[src/rtl/dma_tx.sv]
`timescale 1ns/1ps
// DMA transmit engine: takes the bus, reads NUM_BYTES from RAM at BASE_ADDR and streams them to the UART.
// Start-to-first-TX_Valid is 4 cycles; holds the bus and TX_Valid while TX_Ready is low (no byte dropped).
module dma_tx #(
  parameter int            AW        = 8,
  parameter int            DW        = 8,
  parameter logic [AW-1:0] BASE_ADDR = 8'h04,
  parameter int            NUM_BYTES = 2
) (
  input  logic          Clk,
  input  logic          Rst_n,
  input  logic          Enable,
  input  logic          TX_Start,
  input  logic          Bus_grant,
  input  logic [DW-1:0] Databus,
  output logic [AW-1:0] Address,
  output logic          Cs,
  output logic          Bus_req,
  output logic [DW-1:0] TX_Data,
  output logic          TX_Valid,
  input  logic          TX_Ready,
  output logic          Dma_Tx_Ready
);

  if (NUM_BYTES < 1 || NUM_BYTES > 255) begin : g_bad_num_bytes
    $error("dma_tx: NUM_BYTES must be in 1..255");
  end

  typedef enum logic [2:0] {
    S_IDLE,
    S_REQ,
    S_READ,
    S_LATCH,
    S_SEND
  } state_t;

  localparam logic [7:0] LAST_IDX = 8'(NUM_BYTES - 1);

  state_t        r_state;
  state_t        w_next;
  logic [7:0]    r_idx;
  logic [7:0]    w_idx_next;
  logic [DW-1:0] r_tx_data;

  always_ff @(posedge Clk or negedge Rst_n) begin
    if (!Rst_n) begin
      r_state   <= S_IDLE;
      r_idx     <= '0;
      r_tx_data <= '0;
    end else begin
      r_state <= w_next;
      r_idx   <= w_idx_next;
      // RAM data is valid the cycle after Cs, which is exactly the LATCH cycle
      if (r_state == S_LATCH) begin
        r_tx_data <= Databus;
      end
    end
  end

  always_comb begin
    w_next     = r_state;
    w_idx_next = r_idx;
    case (r_state)
      S_IDLE: begin
        if (TX_Start && Enable) begin
          w_next     = S_REQ;
          w_idx_next = '0;
        end
      end
      S_REQ: begin
        if (Bus_grant) w_next = S_READ;
      end
      S_READ: begin
        if (Bus_grant) w_next = S_LATCH;
      end
      S_LATCH: begin
        w_next = S_SEND;
      end
      S_SEND: begin
        if (TX_Ready) begin
          if (r_idx == LAST_IDX) begin
            w_next = S_IDLE;
          end else begin
            w_next     = S_READ;
            w_idx_next = r_idx + 8'd1;
          end
        end
      end
      default: w_next = S_IDLE;
    endcase
  end

  // Cs follows the grant directly so a lost grant never issues a read
  always_comb begin
    Address = '0;
    Cs      = 1'b0;
    if (r_state == S_READ) begin
      Address = BASE_ADDR + AW'(r_idx);
      Cs      = Bus_grant;
    end
  end

  assign Bus_req      = (r_state != S_IDLE);
  assign TX_Valid     = (r_state == S_SEND);
  assign Dma_Tx_Ready = (r_state == S_IDLE);
  assign TX_Data      = r_tx_data;

endmodule
[config.mk]
export PLATFORM = sky130hd
export DESIGN_NAME = dma_tx
export DESIGN_NICKNAME = d
export VERILOG_FILES = /design/src/rtl/dma_tx.sv
export SDC_FILE = /design/constraint.sdc
export NUM_CORES = 1
export LEC_CHECK = 0
export BUFFER_PORTS_ARGS = -buffer_cell sky130_fd_sc_hd__buf_4
export CAP_MARGIN = 15
export CORE_UTILIZATION = 50
export DETAILED_ROUTE_END_ITERATION = 10
export PLACE_DENSITY = 0.88
export SYNTH_ARGS = -nofsm -noshare
export SYNTH_HDL_FRONTEND = slang
export SYNTH_SLANG_ARGS = --single-unit
[constraint.sdc]
create_clock -name Clk -period 2 [get_ports Clk]
set_clock_uncertainty 0.05 [all_clocks]
set_input_delay 0.3 -clock Clk [delete_from_list [all_inputs] [get_ports Clk]]
set_output_delay 0.3 -clock Clk [all_outputs]
set_load 0.02 [all_outputs]
==> flow_metrics.tcl <==
set metrics [dict create \
    status "finished clean" \
    cts-buffers-inserted 3 \
    insertion_delay_ps 290 \
    wl_per_cell_um 15.29 \
    finalMaxSlewViolations 0 \
    holdWs_ps 137.9 \
    syn_nets 127 \
    synth-main-ff-cell "dfrtp_1" \
    vias 965 \
    postRouteAntennaNets 0 \
    r2r_cells 7 \
    critPathCapture "Address[2]" \
    num_rows 16 \
    multi_input_area_um2 571.8 \
    required_ps 1650 \
    postCtsSetupBuffers 0 \
    gp_congestion 0.8790 \
    die_w_um 49.01 \
    coreArea_um2 2022 \
    hold_path_class "primary input to flop" \
    numPortBuffers 33 \
    synthArstFlopShare 1.000 \
    cts_tree "built" \
    die_area_um2 2401 \
    seqCellArea_um2 480.5 \
    grt_pass1_vias 973 \
    dp.cells 168 \
    cts_root_buf "clkbuf_4" \
    rsz0062_at_grt "false" \
    nets 165 \
    max_freq_mhz 534.0 \
    setup_violations 0 \
    ctsHtreeMaxLevel 1 \
    cp-end-kind "output pin" \
    place_ws_ps 182.6 \
    final.setup.worst_slack_ps 127.3 \
    grt_pass1_wl_um 4574 \
    critPathMaxFanout 9 \
    drt_iter0_drc 19 \
    tightest_slew_ps 498.1 \
    grt_start_max_net_pins 20 \
    dp_hpwl_um 2053 \
    drv_cap 0 \
    area_growth_pct 29.11 \
    reg2reg_from "r_idx[1]" \
    wirelength_um 2645 \
    path_class "flop to output pin" \
    numClockSinks 19 \
    clockBufferDepth 2 \
    grtUsageTotal 0.2515 \
    critPathLaunch "r_state[0]" \
    p_per_area_nw_per_um2 1208 \
    cts.clk_slew.worst_paths_ps 100 \
    io_pins 34 \
    avgSynthCellArea_um2 10.14 \
    antenna_found_initial 0 \
    overflow 0 \
    synth_cells 109 \
    die_h_um 49.01 \
    fin_crit_sh 0.9364 \
    routed_via_density 5.578 \
    ys_types 31 \
    n_antenna_cell 0 \
    p_leak_nw 0.6538 \
    synth-edff-count 0 \
    firstDrtPassIters 4 \
    synth.cell_area_um2 1105 \
    hold_viol 0 \
    ys_warn_count 0 \
    cp-start-kind "flop" \
    drc 0 \
    setup_tns_ps 0 \
    irDropWorstVdd_uv 874.0 \
    stdcell_count 173 \
    initial_core_util 0.5464 \
    synth_seq_cells 19 \
    fin_crit_ps 1873 \
    n_fill_cell 162 \
    yosysSeqAreaShare 0.4304 \
    drive_gt1_frac 0.4041 \
    reg2reg_slack_ps 170 \
    slew_headroom 0.6664 \
    cp.arrival_ps 1520 \
    r2r-end "r_idx[4]" \
]
-- metal layers --
metal | GRT usage | wire (µm) | vias to the layer above
li1 | - | - | 459
met2 | 0.4352 | 1397 | 35
met1 | 0.3180 | 1106 | 467
met3 | 0.04050 | 100 | 4
met5 | 0 | 0 | -
met4 | 0.08333 | 41 | 0
-- critical path, stage by stage, from the launching register on --
cell and delay (ps):
dfrtp_2 500, nor2_1 250, nand2_2 170, nor2_1 150
buf_4 160
-- through the flow --
step / utilization / power (mW) / cell area, µm²
after floorplan: - / 1.166 / 1105
after global placement: 0.6838 / 1.489 / 1383
after detailed placement: 0.6838 / 1.536 / 1383
after CTS: 0.7017 / 1.728 / 1419
after global routing: 0.7054 / 1.828 / 1426
final: 0.7054 / 1.724 / 1426
-- registers in the layout, summed over array words and instances, names as in the netlist --
| signal | count |
|---|---|
| r_state | 3 |
| TX_Data | 8 |
| r_idx | 8 |
-- how the worst min path moves through the flow --
stage / startpoint / endpoint / slack [ps] / cells past startpoint
final: TX_Ready / r_state[2] / 140 / 2
after global routing: TX_Ready / r_state[2] / 130 / 2
after CTS: TX_Ready / r_state[2] / 130 / 2
after detailed placement: Rst_n / r_idx[7] / 140 / 1
after global placement: Rst_n / r_idx[7] / 140 / 1
after floorplan: Rst_n / TX_Data[0] / -50 / 0
-- report_power, final --
part / leakage [nW] / switching [mW] / internal [mW]
Sequential: 0.237 / 0.107 / 0.509
Clock: 0.0150 / 0.108 / 0.0776
Combinational: 0.401 / 0.498 / 0.423
Total: 0.654 / 0.713 / 1.01
-- kinds of logic after synthesis --
family          synth area share
simple gates              0.1914
compound gates            0.1427
flops                     0.4304
buf+inv                  0.05435
mux                       0.1042
xor+xnor                 0.03172
fa+ha+maj                0.04530
-- cell usage in the layout (no fill, tap or decap), drive strengths merged, types with 2 or more instances in the layout --
cell	instances
a31oi	6
ha	4
nor2	14
nand2	4
xnor2	3
nor2b	2
buf	36
inv	9
a21oi	7
nand3	4
clkbuf	4
mux2	9
a211oi	2
and3	5
nand4	3
dfrtp	19
o21ai	4
-- synthesized netlist by cell type, types with 2 or more instances --
cell type / count / share of area
buf_2: 3 / 0.014
mux2_2: 8 / 0.082
nand2_1: 4 / 0.014
nor2_1: 14 / 0.048
nor2b_1: 2 / 0.011
a21oi_1: 6 / 0.027
a31oi_1: 6 / 0.034
nand3_1: 4 / 0.018
o21ai_0: 2 / 0.0091
o21ai_1: 2 / 0.0091
and3_1: 5 / 0.028
xnor2_1: 3 / 0.024
dfrtp_1: 19 / 0.43
inv_1: 9 / 0.031
ha_1: 4 / 0.045
nand4_1: 3 / 0.017
-- cell type report --
cell class,instances,area share
well taps,27,0.02368
repair buffers,37,0.1965
flip-flops and latches,19,0.3368
multi-input cells,77,0.4009
clock buffers,4,0.01842
inverters,9,0.02368
-- what timing repair did --
item,CTS,global route
resized for setup,0,6
hold buffers,1,0
hold endpoints to repair,19,0
setup endpoints to repair,0,8
(Power assumes the default switching activity.)
